### src/rtl/obuf_pixel_reader_pkg.sv
// Shared definitions for the output-buffer pixel reader: RGB565 layout, expansion, defaults.
// Latency: n/a (types, constants and a pure function only).
// Backpressure: n/a.
package obuf_pixel_reader_pkg;

  // Default frame geometry (VGA)
  localparam int IMG_W_DEF = 640;
  localparam int IMG_H_DEF = 480;

  // RGB565 word layout
  localparam int RGB565_W = 16;
  localparam int R_HI     = 15;
  localparam int R_LO     = 11;
  localparam int G_HI     = 10;
  localparam int G_LO     = 5;
  localparam int B_HI     = 4;
  localparam int B_LO     = 0;

  typedef struct packed {
    logic [7:0] r;
    logic [7:0] g;
    logic [7:0] b;
  } rgb888_t;

  typedef enum logic [1:0] {
    ST_IDLE  = 2'd0,
    ST_RUN   = 2'd1,
    ST_DRAIN = 2'd2
  } rd_state_t;

  // Widen each channel by replicating its MSBs into the new LSBs so that
  // full-scale maps to 8'hFF and zero stays zero.
  function automatic rgb888_t rgb565_expand(input logic [RGB565_W-1:0] p);
    rgb888_t c;
    c.r = {p[R_HI:R_LO], p[R_HI -: 3]};
    c.g = {p[G_HI:G_LO], p[G_HI -: 2]};
    c.b = {p[B_HI:B_LO], p[B_HI -: 3]};
    return c;
  endfunction

endpackage

### src/rtl/obuf_pixel_reader_skid.sv
// Two-entry valid/ready buffer holding tagged pixels between FIFO capture and the output stream.
// Latency: 1 cycle from write to rd_vld; head register drives rd_dat directly.
// Backpressure: holds head stable while rd_vld & ~rd_rdy; writer must keep occ+inflight within 2.
module pix_skid_buf #(
  parameter int W = 32
) (
  input  logic         clk,
  input  logic         rst_n,
  input  logic         flush,
  input  logic         wr_vld,
  input  logic [W-1:0] wr_dat,
  output logic         rd_vld,
  input  logic         rd_rdy,
  output logic [W-1:0] rd_dat,
  output logic [1:0]   occ
);

  logic [W-1:0] head_q;
  logic [W-1:0] tail_q;
  logic [1:0]   occ_q;
  logic         push;
  logic         pop;

  assign rd_vld = (occ_q != 2'd0);
  assign rd_dat = head_q;
  assign occ    = occ_q;
  assign pop    = rd_vld & rd_rdy;
  // A write into a full buffer is only accepted if a slot frees up this cycle
  assign push   = wr_vld & ((occ_q != 2'd2) | pop);

  // Head/tail storage and occupancy; flush empties without touching the data registers
  always_ff @(posedge clk or negedge rst_n) begin
    if (!rst_n) begin
      occ_q  <= 2'd0;
      head_q <= '0;
      tail_q <= '0;
    end else if (flush) begin
      occ_q <= 2'd0;
    end else begin
      case ({push, pop})
        2'b10: begin
          if (occ_q == 2'd0) head_q <= wr_dat;
          else               tail_q <= wr_dat;
          occ_q <= occ_q + 2'd1;
        end
        2'b01: begin
          if (occ_q == 2'd2) head_q <= tail_q;
          occ_q <= occ_q - 2'd1;
        end
        2'b11: begin
          if (occ_q == 2'd1) begin
            head_q <= wr_dat;
          end else begin
            head_q <= tail_q;
            tail_q <= wr_dat;
          end
        end
        default: ;
      endcase
    end
  end

endmodule

### src/rtl/obuf_pixel_reader.sv
// Pops RGB565 words from the camera output FIFO, tags x/y and frame markers, expands to RGB888.
// Latency: 2 cycles from read-enable to o_valid (1 FIFO read latency + 1 capture register).
// Backpressure: i_ready low stalls the head pixel; reads throttle so buffered + in-flight <= 2.
module obuf_pixel_reader
  import obuf_pixel_reader_pkg::*;
#(
  parameter int IMG_W = IMG_W_DEF,
  parameter int IMG_H = IMG_H_DEF,
  parameter int X_W   = 10,
  parameter int Y_W   = 9
) (
  input  logic                i_clk,
  input  logic                i_rstn,
  input  logic                i_enable,
  input  logic                i_resync,
  input  logic                i_obuf_empty,
  input  logic [RGB565_W-1:0] i_obuf_data,
  output logic                o_obuf_rd,
  output logic                o_valid,
  input  logic                i_ready,
  output logic [RGB565_W-1:0] o_pix,
  output logic [7:0]          o_r,
  output logic [7:0]          o_g,
  output logic [7:0]          o_b,
  output logic [X_W-1:0]      o_x,
  output logic [Y_W-1:0]      o_y,
  output logic                o_sof,
  output logic                o_eol,
  output logic                o_eof,
  output logic                o_frame_done
);

  localparam int             PW     = RGB565_W + X_W + Y_W + 3;
  localparam logic [X_W-1:0] X_LAST = X_W'(IMG_W - 1);
  localparam logic [Y_W-1:0] Y_LAST = Y_W'(IMG_H - 1);

  rd_state_t      state_q;
  logic           rd_armed_q;
  logic           inflight_q;
  logic [X_W-1:0] wr_x_q;
  logic [Y_W-1:0] wr_y_q;
  logic [1:0]     occ;
  logic [2:0]     pend;
  logic           buf_vld;
  logic           pop;
  logic           room;
  logic           cap_vld;
  logic           wr_sof;
  logic           wr_eol;
  logic           wr_eof;
  logic [PW-1:0]  wr_dat;
  logic [PW-1:0]  rd_dat;
  rgb888_t        rgb;

  // Words owed to the buffer: stored entries plus the read whose data lands next cycle.
  // The pop this cycle frees a slot in time for a new read, which keeps 1 pixel/cycle.
  assign pop  = buf_vld & i_ready;
  assign pend = {1'b0, occ} + {2'b00, inflight_q};
  assign room = (pend < 3'd2) | ((pend == 3'd2) & pop);

  assign o_obuf_rd = rd_armed_q & i_enable & ~i_obuf_empty & ~i_resync & room;

  // Data returning during a resync belongs to the abandoned stream and is dropped
  assign cap_vld = inflight_q & ~i_resync;

  assign wr_sof = (wr_x_q == '0) & (wr_y_q == '0);
  assign wr_eol = (wr_x_q == X_LAST);
  assign wr_eof = wr_eol & (wr_y_q == Y_LAST);
  assign wr_dat = {i_obuf_data, wr_x_q, wr_y_q, wr_sof, wr_eol, wr_eof};

  pix_skid_buf #(
    .W (PW)
  ) u_skid (
    .clk    (i_clk),
    .rst_n  (i_rstn),
    .flush  (i_resync),
    .wr_vld (cap_vld),
    .wr_dat (wr_dat),
    .rd_vld (buf_vld),
    .rd_rdy (i_ready),
    .rd_dat (rd_dat),
    .occ    (occ)
  );

  assign o_valid = buf_vld;
  assign {o_pix, o_x, o_y, o_sof, o_eol, o_eof} = rd_dat;

  assign rgb = rgb565_expand(o_pix);
  assign o_r = rgb.r;
  assign o_g = rgb.g;
  assign o_b = rgb.b;

  // Read pipeline: hold off reads for the first cycle out of reset, track the in-flight word
  always_ff @(posedge i_clk or negedge i_rstn) begin
    if (!i_rstn) begin
      rd_armed_q <= 1'b0;
      inflight_q <= 1'b0;
    end else begin
      rd_armed_q <= 1'b1;
      inflight_q <= o_obuf_rd;
    end
  end

  // Write-side raster position, advanced once per captured word
  always_ff @(posedge i_clk or negedge i_rstn) begin
    if (!i_rstn) begin
      wr_x_q <= '0;
      wr_y_q <= '0;
    end else if (i_resync) begin
      wr_x_q <= '0;
      wr_y_q <= '0;
    end else if (cap_vld) begin
      if (wr_eol) begin
        wr_x_q <= '0;
        wr_y_q <= (wr_y_q == Y_LAST) ? '0 : wr_y_q + Y_W'(1);
      end else begin
        wr_x_q <= wr_x_q + X_W'(1);
      end
    end
  end

  // Fetch state tracking and the end-of-frame pulse
  always_ff @(posedge i_clk or negedge i_rstn) begin
    if (!i_rstn) begin
      state_q      <= ST_IDLE;
      o_frame_done <= 1'b0;
    end else begin
      o_frame_done <= pop & o_eof;
      if (i_resync) begin
        state_q <= ST_IDLE;
      end else begin
        case (state_q)
          ST_IDLE:  if (i_enable) state_q <= ST_RUN;
          ST_RUN:   if (!i_enable) state_q <= ST_DRAIN;
          ST_DRAIN: begin
            if (i_enable)           state_q <= ST_RUN;
            else if (pend == 3'd0)  state_q <= ST_IDLE;
          end
          default:  state_q <= ST_IDLE;
        endcase
      end
    end
  end

endmodule

### config.mk
export PLATFORM = sky130hd
export DESIGN_NAME = obuf_pixel_reader
export DESIGN_NICKNAME = d
export VERILOG_FILES = /design/src/rtl/obuf_pixel_reader_pkg.sv /design/src/rtl/obuf_pixel_reader_skid.sv /design/src/rtl/obuf_pixel_reader.sv
export SDC_FILE = /design/constraint.sdc
export NUM_CORES = 1
export LEC_CHECK = 0
export ABC_CLOCK_PERIOD_IN_PS = 1900
export BUFFER_PORTS_ARGS = -buffer_cell sky130_fd_sc_hd__buf_4
export CAP_MARGIN = 20
export CORE_ASPECT_RATIO = 2
export CORE_MARGIN = 5
export CORE_UTILIZATION = 50
export DETAILED_ROUTE_END_ITERATION = 7
export PLACE_DENSITY = 0.85
export SLEW_MARGIN = 20
export SYNTH_ARGS = -nofsm -noshare
export SYNTH_HDL_FRONTEND = slang
export SYNTH_SLANG_ARGS = --single-unit
### constraint.sdc
create_clock -name i_clk -period 1.9 [get_ports i_clk]
set_input_delay 0.38 -clock i_clk [delete_from_list [all_inputs] [get_ports i_clk]]
set_output_delay 0.38 -clock i_clk [all_outputs]
set_load 0.005 [all_outputs]
# [Word-level counts from Yosys, hierarchy flattened]
# Index checks and enable logic that the tools add are counted.
[totals] inputBits=22 out_inout_bits=65 ff_bits=100
[classes] order_cmp=1 n_eq_ne=13 muxes=16 addsub=5 bitwise_logic=15 reduce_logical=12
[op_table] operator="two-way mux 38 bit" count=5
[op_table] operator="case mux 38 bit (3 select lines)" count=1
[op_table] operator="case mux 38 bit (2 select lines)" count=1
[op_table] operator="two-way mux 9 bit" count=4
[op_table] operator="two-way mux 10 bit" count=3
[op_table] operator="AND 1 bit" count=11
[op_table] operator="adder 10 x 1 -> 10 bit (second input constant)" count=1
[op_table] operator="equality test 10 bit (second input constant)" count=1
[op_table] operator="logical NOT 10 bit" count=1
[op_table] operator="adder 9 x 1 -> 9 bit (second input constant)" count=1
[op_table] operator="equality test 9 bit (second input constant)" count=1
[op_table] operator="logical NOT 9 bit" count=1
[op_table] operator="AND reduction 4 bit" count=2
[op_table] operator="nonzero test 2 bit" count=4
[op_table] operator="equality test 2 bit (second input constant)" count=3
[op_table] operator="!= test 2 bit (second input constant)" count=3
[op_table] operator="nonzero test 3 bit" count=2
[op_table] operator="equality test 2 x 1 -> 1 bit (second input constant)" count=2
[op_table] operator="!= test 2 x 1 -> 1 bit (second input constant)" count=2
[op_table] operator="case mux 2 bit (2 select lines)" count=1
[op_table] operator="adder 2 x 1 -> 3 bit" count=1
[op_table] operator="equality test 3 x 2 -> 1 bit (second input constant)" count=1
[op_table] operator="less-than comparator 3 x 2 -> 1 bit (second input constant)" count=1
[op_table] operator="adder 2 x 1 -> 2 bit (second input constant)" count=1
[op_table] operator="other kinds (6)" count=8

# [Longest topological paths before layout]
[logic_depth] depth_word=7 mapped_depth=9 ltp_nobuf=6

# [Modules after synthesis]
# A second synthesis with hierarchy kept.
[hier_totals] hier_cells=431 area_unflattened_um2=4827.1
[by_module_without_submodules] module="pix_skid_buf" area_each_um2=3360.7 n_inst=1 cells_per_inst=269
[by_module_without_submodules] module="obuf_pixel_reader" area_each_um2=1466.4 n_inst=1 cells_per_inst=162

# [Least setup slack after synthesis]
# Ideal clock, no wire load.
[synth_path] kind="reg2reg" from="register u_skid.occ_q[1], in the netlist u_skid.occ[1]" to="register u_skid.head_q[10], in the netlist u_skid.rd_dat[10]" setup_ns=0.141 setup_slack_ns=-0.063 path_stages_with_launch=9 t_required_ns=1.759 t_arrival_ns=1.822 cell_sequence="dfrtp_1 inv_1 ha_1 nand2b_1 clkbuf_1 a211oi_2 buf_2 buf_1 a31oi_1"
[synth_between] elab_chain_len=7
[synth_rtl] item="from (decl)" line="obuf_pixel_reader_skid.sv:20" source="logic [1:0] occ_q;"
[synth_rtl] item="from (signal assigned)" line="obuf_pixel_reader_skid.sv:44" source="occ_q <= occ_q + 2'd1;"
[synth_rtl] item="from (signal assigned)" line="obuf_pixel_reader_skid.sv:48" source="occ_q <= occ_q - 2'd1;"
[synth_rtl] item="nonzero test 2 bit" line="obuf_pixel_reader_skid.sv:24" source="assign rd_vld = (occ_q != 2'd0);"
[synth_rtl] item="AND 1 bit" line="obuf_pixel_reader_skid.sv:27" source="assign pop = rd_vld & rd_rdy;"
[synth_rtl] item="bitwise OR 1 bit" line="obuf_pixel_reader_skid.sv:29" source="assign push = wr_vld & ((occ_q != 2'd2) | pop);"
[synth_rtl] item="AND 1 bit" line="obuf_pixel_reader_skid.sv:29"
[synth_rtl] item="equality test 2 x 1 -> 1 bit / equality test 2 bit (equally long branches)" line="obuf_pixel_reader_skid.sv:40" source="case ({push, pop})"
[synth_rtl] item="!= test 2 x 1 -> 1 bit (no source line) / nonzero test 3 bit (equally long branches)"
[synth_rtl] item="AND reduction 4 bit (no source line)"
[synth_rtl] item="to (signal assigned)" line="obuf_pixel_reader_skid.sv:42" source="if (occ_q == 2'd0) head_q <= wr_dat;"
[synth_rtl] item="to (signal assigned)" line="obuf_pixel_reader_skid.sv:47" source="if (occ_q == 2'd2) head_q <= tail_q;"
[synth_rtl] item="to (signal assigned)" line="obuf_pixel_reader_skid.sv:52" source="head_q <= wr_dat;"
[synth_rtl] item="to (decl)" line="obuf_pixel_reader_skid.sv:18" source="logic [W-1:0] head_q;"
# Several ways; a longest one is shown, not always the timed one.
# A chain may end at the register's enable or synchronous reset.

# [Worst setup path after layout]
[layout_path] from="register u_skid.occ_q[0], in the netlist u_skid.occ[0]" to="output o_obuf_rd"
[layout_between] elab_chain_len=5
[layout_rtl] item="branches (longest 3 deep; another with adder 2 x 1 -> 3 bit)"
[layout_rtl] item="bitwise OR 1 bit (*)" line="obuf_pixel_reader.sv:59" source="assign room = (pend < 3'd2) | ((pend == 3'd2) & pop);"
[layout_rtl] item="AND 1 bit (*)" line="obuf_pixel_reader.sv:61" source="assign o_obuf_rd = rd_armed_q & i_enable & ~i_obuf_empty & ~i_resync & room;"
[layout_rtl] item="to (decl)" line="obuf_pixel_reader.sv:18" source="output logic o_obuf_rd,"
# Every way passes the cells marked *.

==> impl_metrics.yaml <==
outcome:
  status: "finished, violations left"
  violations: "setup timing"
worst_setup_path:
  max_stage_delay_ps: 440
  crit_slowest_cell: "dfrtp_1"
  worstPathArrival_ps: 1780
  endpoint_kind: "output port"
  r2r_cells: 9
  crit_required_ps: 1520
  worstSetupStartpointType: "flip-flop"
  path_cells: "ha_4 > ha_4 > nor3_4 > a21oi_2 > nor4_2 > buf_4"
  regToRegSetupSlack_ps: -50
  critPathMostFrequentCell: "ha_4"
  worstPathMaxFanout: 3
  r2r_end: "u_skid.rd_dat[11]$_DFFE_PN0P_"
  timing.rr.start: "u_skid.occ[0]$_DFFE_PN0P_"
  worstSetupPathType: "flip-flop to output port"
logic_synthesis:
  synth.cell_area_um2: 4790
  yosysTopAreaCell: "dfrtp_1"
  synth-edff-count: 0
  syn_avg_cell_area_um2: 9.86
  ys_warn_count: 0
  synth.ff_latch_count: 100
  synth_cells: 486
  synth.distinct_cells: 44
  synth_common_cells: "100 x dfrtp_1, 96 x nand2_1, 44 x nor2_1"
  synth-main-ff-cell: "dfrtp_1"
  yosysTopAreaCellShare_pct: 52.2
  synth_area_leaders: "dfrtp_1 52%, nand2_1 7.5%, mux2_2 7.1%"
  synth_seq_area_share_pct: 52.2
  async_flop_share_pct: 100
  synth.most_common_cell: "dfrtp_1"
  syn_nets: 518
placed_design:
  routabilityCongestion: 0.794
  dp_hpwl_um: 7850
  port_buffers: 86
job:
  max_cap_violations: 0
pwr:
  switching_share_pct: 33.3
  p_sw_mw: 2.71
  p_comb_share_pct: 39.2
  power_frac_clock_pct: 21.5
  power.leakage_nw: 2.92
  p_int_mw: 5.42
  powerDensity_nw_per_um2: 1290
  seqPwrFrac_pct: 39.3
  vdd_drop_max_mv: 0.693
timing:
  period_needed_ps: 2160
  worst_pin_slew_ps: 669
  clock_skew_ps: 15.6
  relSlewSlack_pct: 55.0
  drv_slew: 0
  rsz0062_at_grt: "true"
  setup_ws_ps: -256
  fmaxAchievable_mhz: 464
  finalHoldViolCount: 0
  setup_tns_ps: -374
  holdWs_ps: 272
  period_share_pct: 113
  setup_viol: 11
clock_tree:
  path_clk_slew_ps: 80
  cts_inserted_buffers: 9
  clk_latency_ps: 350
  cts_tree: "done"
  clock-sinks: 100
  root_buffer: "clkbuf_16"
  ctsHtreeMaxLevel: 3
  cts_buffer_depth: 2
global_routing:
  grt_pass1_wl_um: 20100
  grt_max_degree: 47
  antenna_found_initial: 0
  grtUsageTotal_pct: 21.8
  grt_pass1_vias: 4112
  grt_overflow: 0
route:
  vias: 4215
  routed_wl_um: 14400
  drt_iter0_markers: 512
  wl_per_cell_um: 21.1
  antenna_left: 0
  dr.pass1.iters: 7
  routed_via_density: 6.15
  drc_errors: 0
die:
  core_um2: 9380
  rows: 50
  boundaryPins: 87
  initial_core_util_pct: 51.1
  dieArea_um2: 11800
  die_h_um: 148
  die_width_um: 79.2
finish:
  synthToLayoutAreaGrowth_pct: 31.0
  nFillCells: 645
  finalNetCount: 609
  antenna_cells: 0
  drive_above_1_share_pct: 33.9
worst_hold_path:
  min_from: "i_obuf_data[9]"
  worst_hold_path.endpoint: "u_skid.tail_q[31]$_DFFE_PN0P_"
  hold_depth: 2
  hold_class: "input port to flip-flop"
-- what timing repair did --
item	CTS	global route
cloned	2	7
hold endpoints to repair	32	0
hold buffers	1	0
resized for setup	11	17
endpoints found under the setup margin	35	42
buffers inserted	5	7
pin swaps	5	5
-- registers in the layout (all words and copies together), names as in the netlist --
| name | cells |
|---|---|
| inflight_q | 1 |
| o_frame_done | 1 |
| u_skid.occ | 2 |
| u_skid.tail_q | 38 |
| wr_y_q | 9 |
| rd_armed_q | 1 |
| u_skid.rd_dat | 38 |
| wr_x_q | 10 |
-- worst max path at each step --
stage                                    startpoint                       endpoint  cells after the start
after floorplan           u_skid.occ[1]$_DFFE_PN0P_  u_skid.rd_dat[35]$_DFFE_PN0P_                      9
after global placement    u_skid.occ[0]$_DFFE_PN0P_  u_skid.rd_dat[37]$_DFFE_PN0P_                      8
after detailed placement  u_skid.occ[0]$_DFFE_PN0P_  u_skid.rd_dat[15]$_DFFE_PN0P_                      8
after CTS                 u_skid.occ[0]$_DFFE_PN0P_                      o_obuf_rd                      6
after global routing      u_skid.occ[0]$_DFFE_PN0P_                      o_obuf_rd                      7
final                     u_skid.occ[0]$_DFFE_PN0P_                      o_obuf_rd                      6
-- power groups by stage --
stage	logic, mW	registers, mW	clock network [mW]
global route	3.42	3.26	1.85
floorplan	1.44	3.14	0
global placement	2.56	3.14	0
CTS	2.88	3.14	1.73
detailed placement	2.68	3.19	0
finish	3.18	3.19	1.75
-- critical path, delay by kind of cell (launching register included) --
| family | cells | cell delay [ps] |
|---|---|---|
| AND/OR/NAND/NOR | 2 | 410 |
| flip-flops | 1 | 440 |
| AO/OA/AOI/OAI | 1 | 70 |
| adder cells (fa/ha/maj) | 2 | 360 |
| buffers and inverters | 1 | 160 |
-- metrics by stage --
stage	cell area (um2)	setup WS (ps)	std cells	util, %	total power [mW]
3_5_place_dp	5570	-60.6	649	59.4	5.87
6_report	6280	-256	685	66.9	8.12
5_1_grt	6280	-374	685	66.9	8.53
2_1_floorplan	4800	21.3	486	-	4.59
3_3_place_gp	5570	79.0	649	59.4	5.71
4_1_cts	6000	-302	672	63.9	7.76
-- cell type report --
class                   instances  area (um2)  area share, %
flip-flops and latches        100        2500           39.9
multi-input cells             320        2070           32.9
inverters                      10        37.5          0.598
repair buffers                136        1260           20.1
well taps                     104         130           2.07
clock inverters                 3        21.3          0.339
clock buffers                  12         256           4.09
-- cell usage in the layout (no fill, tap or decap), types with 5 or more instances in the layout --
master / synthesis / routed
buf_4: 25 / 116
dfrtp_1: 100 / 100
nand2_1: 96 / 96
nor2_1: 44 / 43
a31oi_1: 38 / 38
mux2_2: 30 / 30
clkbuf_16: 0 / 15
o21ai_0: 13 / 13
a21oi_1: 13 / 11
inv_1: 10 / 9
nand3_1: 9 / 8
nor3_1: 8 / 7
buf_12: 0 / 7
xor2_1: 6 / 6
and4_1: 5 / 5
nand2b_1: 7 / 5
ha_1: 10 / 5
ha_4: 0 / 5
-- cell families (layout without fill, tap and decap cells) --
| family | count (synthesis) | count (layout) | synth area share (%) |
|---|---|---|---|
| AO/OA/AOI/OAI | 75 | 75 | 9.64 |
| XOR/XNOR | 9 | 9 | 1.65 |
| adder cells (fa/ha/maj) | 10 | 10 | 2.61 |
| buffers and inverters | 66 | 161 | 7.65 |
| flip-flops | 100 | 100 | 52.2 |
| multiplexers | 32 | 32 | 7.47 |
| other | 1 | 1 | 0.0783 |
| AND/OR/NAND/NOR | 193 | 193 | 18.7 |
-- layer usage --
layer	share of wire [%]	vias to the layer above	GRT usage [%]
li1	-	1839	-
met1	32	2046	23.2
met2	55	252	39.0
met3	7.2	78	4.67
met4	6.1	0	12.0
met5	0	-	0
(Power assumes the default switching activity.)
